File: config.mk
export PLATFORM = sky130hd
export DESIGN_NAME = alarm_bank
export DESIGN_NICKNAME = d
export VERILOG_FILES = /design/src/rtl/clock_pkg.sv /design/src/rtl/alarm_bank_bcd_min_add.sv /design/src/rtl/alarm_bank.sv
export SDC_FILE = /design/constraint.sdc
export NUM_CORES = 1
export LEC_CHECK = 0
export CAP_MARGIN = 20
export CORE_MARGIN = 1.5
export CORE_UTILIZATION = 61
export CTS_CLUSTER_DIAMETER = 30
export DETAILED_ROUTE_END_ITERATION = 12
export GPL_ROUTABILITY_DRIVEN = 1
export PLACE_DENSITY = 0.86
export SYNTH_ARGS = -nofsm -noshare
export SYNTH_HDL_FRONTEND = slang
export SYNTH_SLANG_ARGS = --single-unit
File: constraint.sdc
create_clock -name CP -period 5.6 [get_ports CP]
set_input_delay 0.84 -clock CP [delete_from_list [all_inputs] [get_ports CP]]
set_output_delay 0.84 -clock CP [all_outputs]
set_load 0.05 [all_outputs]
File: src/rtl/clock_pkg.sv
`default_nettype none
// ============================================================================
//  Module      : clock_pkg
//  Description : Shared BCD time types, channel state encoding and BCD helpers
//                for the digital-clock alarm logic.
//  Revision    : 1.0 - initial release
// ============================================================================
package clock_pkg;

  typedef struct packed {
    logic [7:0] h;
    logic [7:0] m;
    logic [7:0] s;
  } bcd_time_t;

  typedef enum logic [1:0] {
    ST_IDLE    = 2'd0,
    ST_PENDING = 2'd1,
    ST_RINGING = 2'd2,
    ST_SNOOZED = 2'd3
  } ch_state_e;

  localparam logic [7:0] C_BCD_HOUR_MAX   = 8'h23;
  localparam logic [7:0] C_BCD_MINSEC_MAX = 8'h59;

  // Inputs are assumed to be valid two-digit BCD (00..99).
  function automatic logic [6:0] bcd_to_bin(input logic [7:0] v);
    return 7'(v[7:4]) * 7'd10 + 7'(v[3:0]);
  endfunction

  function automatic logic [7:0] bin_to_bcd(input logic [6:0] v);
    return {4'(v / 7'd10), 4'(v % 7'd10)};
  endfunction

endpackage
`default_nettype wire

File: src/rtl/alarm_bank_bcd_min_add.sv
`default_nettype none
// ============================================================================
//  Module      : bcd_min_add
//  Description : Combinational BCD time + ADD_MIN minutes, with minute->hour
//                carry and 23->00 day wrap. Seconds pass through unchanged.
//  Revision    : 1.0 - initial release
// ============================================================================
module bcd_min_add
  import clock_pkg::*;
#(
  parameter int unsigned ADD_MIN = 5
) (
  input  bcd_time_t i_time,
  output bcd_time_t o_time
);

  localparam logic [6:0] C_MIN_MOD  = bcd_to_bin(C_BCD_MINSEC_MAX) + 7'd1;
  localparam logic [6:0] C_HOUR_MOD = bcd_to_bin(C_BCD_HOUR_MAX) + 7'd1;
  localparam logic [6:0] C_ADD      = 7'(ADD_MIN);

  logic [6:0] w_min_sum;
  logic [6:0] w_hour_sum;
  logic       w_carry;

  always_comb begin
    // ADD_MIN <= 59 keeps the raw sum below 2*60, so one subtraction suffices
    w_min_sum  = bcd_to_bin(i_time.m) + C_ADD;
    w_carry    = (w_min_sum >= C_MIN_MOD);
    if (w_carry) begin
      w_min_sum = w_min_sum - C_MIN_MOD;
    end
    w_hour_sum = bcd_to_bin(i_time.h) + 7'(w_carry);
    if (w_hour_sum >= C_HOUR_MOD) begin
      w_hour_sum = w_hour_sum - C_HOUR_MOD;
    end
    o_time.h = bin_to_bcd(w_hour_sum);
    o_time.m = bin_to_bcd(w_min_sum);
    o_time.s = i_time.s;
  end

endmodule
`default_nettype wire

File: src/rtl/alarm_bank.sv
`default_nettype none
// ============================================================================
//  Module      : alarm_bank
//  Description : CH_NUM-channel BCD alarm engine with arming, per-second match,
//                lowest-index ring arbitration, ring timeout and optional
//                snooze (compile with ALARM_BANK_SNOOZE_EN to enable snooze).
//  Revision    : 1.0 - initial release
// ============================================================================
module alarm_bank
  import clock_pkg::*;
#(
  parameter  int unsigned CH_NUM     = 4,
  parameter  int unsigned RING_SEC   = 60,
  parameter  int unsigned SNOOZE_MIN = 5,
  localparam int unsigned CH_W       = (CH_NUM > 1) ? $clog2(CH_NUM) : 1
) (
  input  logic              CP,
  input  logic              RST,
  input  logic              TICK,
  input  logic [7:0]        Q_H,
  input  logic [7:0]        Q_M,
  input  logic [7:0]        Q_S,
  input  logic              WR,
  input  logic [CH_W-1:0]   WR_CH,
  input  logic [7:0]        WR_H,
  input  logic [7:0]        WR_M,
  input  logic [7:0]        WR_S,
  input  logic              WR_ARM,
  input  logic              END,
  input  logic              SNOOZE,
  output logic              RING,
  output logic [CH_W-1:0]   RING_CH,
  output logic [CH_NUM-1:0] ARMED,
  output logic [CH_NUM-1:0] PENDING
);

  bcd_time_t         alarm_q [CH_NUM];
  bcd_time_t         alarm_d [CH_NUM];
  ch_state_e         state_q [CH_NUM];
  ch_state_e         state_d [CH_NUM];
  logic [CH_NUM-1:0] armed_q;
  logic [CH_NUM-1:0] armed_d;
  logic [7:0]        ring_cnt_q;
  logic [7:0]        ring_cnt_d;

  bcd_time_t         w_now;
  logic              w_ring_any;
  logic [CH_W-1:0]   w_ring_idx;
  logic [CH_NUM-1:0] w_pend_vec;
  logic [CH_NUM-1:0] w_wr_mask;
  logic [CH_NUM-1:0] w_grant;
  logic              w_found;
  logic              w_timeout;

  assign w_now = {Q_H, Q_M, Q_S};

`ifdef ALARM_BANK_SNOOZE_EN
  bcd_time_t snz_q [CH_NUM];
  bcd_time_t snz_d [CH_NUM];
  bcd_time_t w_snz_time;

  // Only one channel can be ringing, so a single adder serves the whole bank.
  bcd_min_add #(
    .ADD_MIN (SNOOZE_MIN)
  ) u_snz_add (
    .i_time (w_now),
    .o_time (w_snz_time)
  );
`else
  logic unused_snooze;
  assign unused_snooze = SNOOZE;
`endif

  always_comb begin
    w_ring_any = 1'b0;
    w_ring_idx = '0;
    w_pend_vec = '0;
    w_wr_mask  = '0;
    for (int i = 0; i < CH_NUM; i++) begin
      if (state_q[i] == ST_RINGING) begin
        w_ring_any = 1'b1;
        w_ring_idx = CH_W'(i);
      end
      w_pend_vec[i] = (state_q[i] == ST_PENDING);
      w_wr_mask[i]  = WR && (WR_CH == CH_W'(i));
    end
  end

  // A channel being rewritten this edge cannot win; END with nothing ringing
  // flushes the queue instead of promoting from it.
  always_comb begin
    w_grant = '0;
    w_found = 1'b0;
    for (int i = 0; i < CH_NUM; i++) begin
      if (!w_found && w_pend_vec[i] && !w_wr_mask[i]) begin
        w_grant[i] = 1'b1;
        w_found    = 1'b1;
      end
    end
    if (w_ring_any || END) begin
      w_grant = '0;
    end
  end

  assign w_timeout = w_ring_any && TICK && (({1'b0, ring_cnt_q} + 9'd1) == 9'(RING_SEC));

  always_comb begin
    ring_cnt_d = ring_cnt_q;
    if (|w_grant) begin
      ring_cnt_d = '0;
    end else if (w_ring_any && TICK) begin
      ring_cnt_d = ring_cnt_q + 8'd1;
    end

    armed_d = armed_q;
    for (int i = 0; i < CH_NUM; i++) begin
      alarm_d[i] = alarm_q[i];
      state_d[i] = state_q[i];
`ifdef ALARM_BANK_SNOOZE_EN
      snz_d[i]   = snz_q[i];
`endif
      if (w_wr_mask[i]) begin
        alarm_d[i] = {WR_H, WR_M, WR_S};
        armed_d[i] = WR_ARM;
        state_d[i] = ST_IDLE;
      end else begin
        case (state_q[i])
          ST_IDLE: begin
            if (TICK && armed_q[i] && (alarm_q[i] == w_now)) begin
              state_d[i] = ST_PENDING;
            end
          end
          ST_PENDING: begin
            if (END && !w_ring_any) begin
              state_d[i] = ST_IDLE;
            end else if (w_grant[i]) begin
              state_d[i] = ST_RINGING;
            end
          end
          ST_RINGING: begin
            if (END) begin
              state_d[i] = ST_IDLE;
            end
`ifdef ALARM_BANK_SNOOZE_EN
            else if (SNOOZE) begin
              state_d[i] = ST_SNOOZED;
              snz_d[i]   = w_snz_time;
            end
`endif
            else if (w_timeout) begin
              state_d[i] = ST_IDLE;
            end
          end
          ST_SNOOZED: begin
`ifdef ALARM_BANK_SNOOZE_EN
            if (TICK && (snz_q[i] == w_now)) begin
              state_d[i] = ST_PENDING;
            end
`else
            state_d[i] = ST_IDLE;
`endif
          end
          default: state_d[i] = ST_IDLE;
        endcase
      end
    end
  end

  always_ff @(posedge CP) begin
    if (RST) begin
      armed_q    <= '0;
      ring_cnt_q <= '0;
      for (int i = 0; i < CH_NUM; i++) begin
        alarm_q[i] <= '0;
        state_q[i] <= ST_IDLE;
`ifdef ALARM_BANK_SNOOZE_EN
        snz_q[i]   <= '0;
`endif
      end
    end else begin
      armed_q    <= armed_d;
      ring_cnt_q <= ring_cnt_d;
      for (int i = 0; i < CH_NUM; i++) begin
        alarm_q[i] <= alarm_d[i];
        state_q[i] <= state_d[i];
`ifdef ALARM_BANK_SNOOZE_EN
        snz_q[i]   <= snz_d[i];
`endif
      end
    end
  end

  assign RING    = w_ring_any;
  assign RING_CH = w_ring_idx;
  assign ARMED   = armed_q;
  assign PENDING = w_pend_vec;

endmodule
`default_nettype wire

## After elaboration in Yosys (flattened, before gate mapping)

Memories as Yosys holds them, arrays and structs flattened.
Cells that the tools add are included.

| word-level totals | value |
|---|---|
| word-level logic and storage cells | 131 |
| memory bits (writable) | 104 |
| memories kept | 2 |
| register bits | 12 |

| operators by class | value |
|---|---|
| add/subtract/negate cells | 2 |
| bitwise logic cells | 8 |
| eq/ne operators | 20 |
| multiplexer cells | 57 |
| reductions and logical operators | 37 |

Memories:

| name | words | width | rd ports | clocked after Yosys merged registers in | write ports | line | source |
|---|---|---|---|---|---|---|---|
| alarm_q | 4 | 24 | 4 | 0 | 4 | alarm_bank.sv:37 | `bcd_time_t alarm_q [CH_NUM];` |
| state_q | 4 | 2 | 4 | 0 | 4 | alarm_bank.sv:39 | `ch_state_e state_q [CH_NUM];` |

Operator list:

| operator | count |
|---|---|
| $mux 24 | 8 |
| $eq 24x24->1 | 4 |
| $mux 2 | 30 |
| $pmux 2 s4 | 4 |
| $logic_and 1x1->1 | 22 |
| $eq 2x2->1 const B | 10 |
| $mux 1 | 14 |
| $eq 2x1->1 const B | 5 |
| $logic_not 2->1 | 5 |
| $add 8x1->9 const B | 1 |
| $eq 9x6->1 const B | 1 |
| $add 8x1->8 const B | 1 |
| $logic_not 1->1 | 8 |
| $or 1x1->1 | 8 |
| $reduce_or 5->1 | 1 |
| $mux 4 | 1 |
| $logic_or 1x1->1 | 1 |

## Longest topological paths before layout

| depth | value |
|---|---|
| depth in word-level cells | 23 |
| mapped depth | 9 |
| depth with buffers taken out | 8 |

## Worst setup path before layout

Ideal clock, no wire load.

| path | value |
|---|---|
| kind | register to register |
| from | memory state_q[1][0] (netlist bit) |
| to | memory state_q[3][1] (netlist bit) |
| library setup time | 0.072 ns |
| arrival time | 2.174 ns |
| period minus slack after synthesis | 2.245 ns |
| required time | 5.528 ns |
| slack | 3.355 ns |
| stages on the path, launching flop included | 8 |
| path buffers | 1 |
| cell sequence | dfxtp_1 inv_1 ha_1 or4_1 buf_2 o311a_4 a211oi_4 mux2i_1 |

RTL lines:

| element | line |
|---|---|
| start: declaration | alarm_bank.sv:39 |

==> reports/qor.yml <==
outcome:
  status: "finished, final reports clean"
clock_network:
  clk_latency_ns: 0.52
  cts_buffers: 17
  cts.sinks: 116
  hold_buffers: 0
  cts_setup_buffers: 0
  cts_htree_levels: 4
  cts_tree: "built"
  postCtsResizedCells: 0
  path_clk_slew_ns: 0.06
  clock_path_buffers: 2
  ctsRootBufferMaster: "clkbuf_8"
global_route:
  grt_antenna_before_repair: 0
  grt_pass1_vias: 5284
  gr-total-overflow: 0
  grt_first_pass_wirelength_mm: 26.8
  grt_max_degree: 106
  grt_usage: 0.346
worst_hold_path:
  hold_class: "reg -> reg"
  min_from: "alarm_q[3][11]"
  whs_endpoint: "alarm_q[3][11]"
  holdPathStages: 2
yosys:
  ys_warn_count: 0
  synth_edf_count: 0
  synth.avg_cell_area_um2: 7.81
  ys_seq_elements: 116
  async_reset_ff_frac: 0
  netlist.area_leader.share: 0.393
  netlist_area_mm2: 0.00590
  synth_seq_area_share: 0.393
  synth_top_area_cell: "dfxtp_1"
  yosysUniqueCellTypes: 47
  ys_top_cells_by_area: "dfxtp_1 39%, nand2_1 14%, xnor2_1 14%, a21oi_1 8.9%, ha_1 3.8%"
  synthCells: 756
  synthesis.nets: 831
  ys.flop_type: "dfxtp_1"
floorplanning:
  io_pins: 68
  dieArea_mm2: 0.0103
  die_x_um: 101
  initial_core_util: 0.633
  core_area_mm2: 0.00933
  rows: 35
  fp.dieH_um: 101
sta:
  slew-limit-headroom: 0.261
  fin_tns_setup_ns: 0
  skew_ns: 0.0105
  drv_slew: 0
  worst-slew-pin-transition_ns: 1.11
  setup_violations: 0
  hold_viol: 0
  fmax_mhz: 274
  finalCritPeriodShare: 0.651
  rsz0062_at_grt: "no"
  period_needed_ns: 3.65
cells_and_area:
  fillers: 637
  area.sequential_mm2: 0.00232
  syn_to_final_growth_pct: 22.6
  drive_gt1_frac: 0.0673
  multi_input_area_mm2: 0.00330
  final_cell_mix: "217 x nand2_1, 116 x dfxtp_1, 105 x a21oi_1, 92 x xnor2_1, 65 x clkdlybuf4s50_1"
  finalNonFillerCells: 931
  layout_commonest_cell: "nand2_1"
  antennaDiodeCount: 0
  final_nets: 864
detailed_routing:
  drt_iter0_markers: 566
  viasPerCell: 5.95
  firstDrtPassIters: 5
  wl_mm: 17.2
  wl_per_cell_um: 18.5
  drc_errors: 0
  antenna_left: 0
  num_vias: 5536
worst_setup_path:
  r2r_start: "state_q[1][0]"
  rr_endpoint: "state_q[1][0]"
  rrSetupSlack_ns: 2.97
  start_kind: "register"
  cp.arrival_ns: 2.81
  cp.required_ns: 4.76
  path_max_fanout: 8
  critPathKind: "reg -> out"
  r2r_cells: 7
  end_kind: "primary output"
place:
  place_congestion: 0.935
  place_inst: 898
  io_buffers: 66
  dpl.hpwl_mm: 10.8
power_and_ir_drop:
  p_leak_nw: 2.43
  ir_worst_vdd_mv: 0.183
  powerDensity_mw_per_mm2: 319
run:
  cap_violations: 0
==> area by class of cell <==
| class | instances | area share |
|---|---|---|
| tap | 129 | 0.0223 |
| inverter | 13 | 0.00674 |
| timing repair buffer | 75 | 0.103 |
| multi-input combinational | 566 | 0.456 |
| clock buffer | 19 | 0.0610 |
| clock inverter | 13 | 0.0301 |
| sequential | 116 | 0.321 |
==> power by group <==
part	total, mW	switching [mW]	leakage (nW)	internal [mW]
clock network	1.21	0.416	0.316	0.799
registers	0.866	0.0168	0.941	0.849
logic	0.228	0.131	1.17	0.0965
==> cell usage after synthesis (2+ instances only) <==
cell type,instances
nor3_1,8
a311oi_1,2
or4_1,2
and3_1,3
o31ai_1,2
xor2_1,11
nand2_1,217
a21oi_1,105
dfxtp_1,116
mux2i_1,9
ha_1,18
inv_1,13
o31ai_2,2
nor4_1,2
nand3b_1,4
o21ai_0,4
nor2_1,22
clkbuf_1,55
nand4_1,23
nand2b_1,3
xnor2_1,92
nand3_1,14
buf_2,5
==> sequential cells by signal, summed over array words and instances, names as in the netlist <==
register	count
alarm_q	96
state_q	8
ARMED	4
ring_cnt_q	8
==> worst max-delay path by stage <==
stage,start,to,slack (ns)
CTS,state_q[1][0],RING,2.01
floorplan,state_q[1][0],state_q[3][1],3.35
finish,state_q[1][0],RING,1.95
global placement,WR,state_q[1][1],2.41
detailed placement,WR,state_q[1][1],2.26
global route,state_q[1][0],RING,1.92
==> logic make-up (layout without fill, tap and decap cells) <==
kind of cell / count (synthesis) / in the layout / synth area share
AO/OA/AOI/OAI: 132 / 132 / 0.134
multiplexers: 9 / 9 / 0.0153
buffers and inverters: 74 / 120 / 0.0481
XOR/XNOR: 103 / 103 / 0.153
adder cells (fa/ha/maj): 18 / 18 / 0.0382
flip-flops: 116 / 116 / 0.393
AND/OR/NAND/NOR: 304 / 304 / 0.218
==> metrics by stage <==
step	worst slack [ns]	utilization	cell area (um^2)	power, mW	hold slack [ns]
5_1_grt	1.92	0.776	7240	2.36	0.483
6_report	1.95	0.776	7240	2.31	0.468
2_1_floorplan	3.35	-	5900	1.01	0.448
3_3_place_gp	2.41	0.702	6550	1.09	0.453
3_5_place_dp	2.26	0.702	6550	1.10	0.459
4_1_cts	2.01	0.773	7210	2.30	0.467
==> worst max-delay path, stage by stage, from the launching register on <==
cell             delay (ns)
dfxtp_1                0.41
inv_1                  0.09
ha_1                   0.27
or4_1                  0.74
clkdlybuf4s50_1        0.78
==> metal layers <==
metal	up-vias	routed length, um	GRT usage	share of wire
met5	-	0	0	0
met4	0	951	0.193	0.055
met3	92	1560	0.0794	0.090
met2	331	8270	0.586	0.48
met1	2566	6460	0.405	0.37
li1	2547	-	-	-
Power figures use the tool's default switching activity.
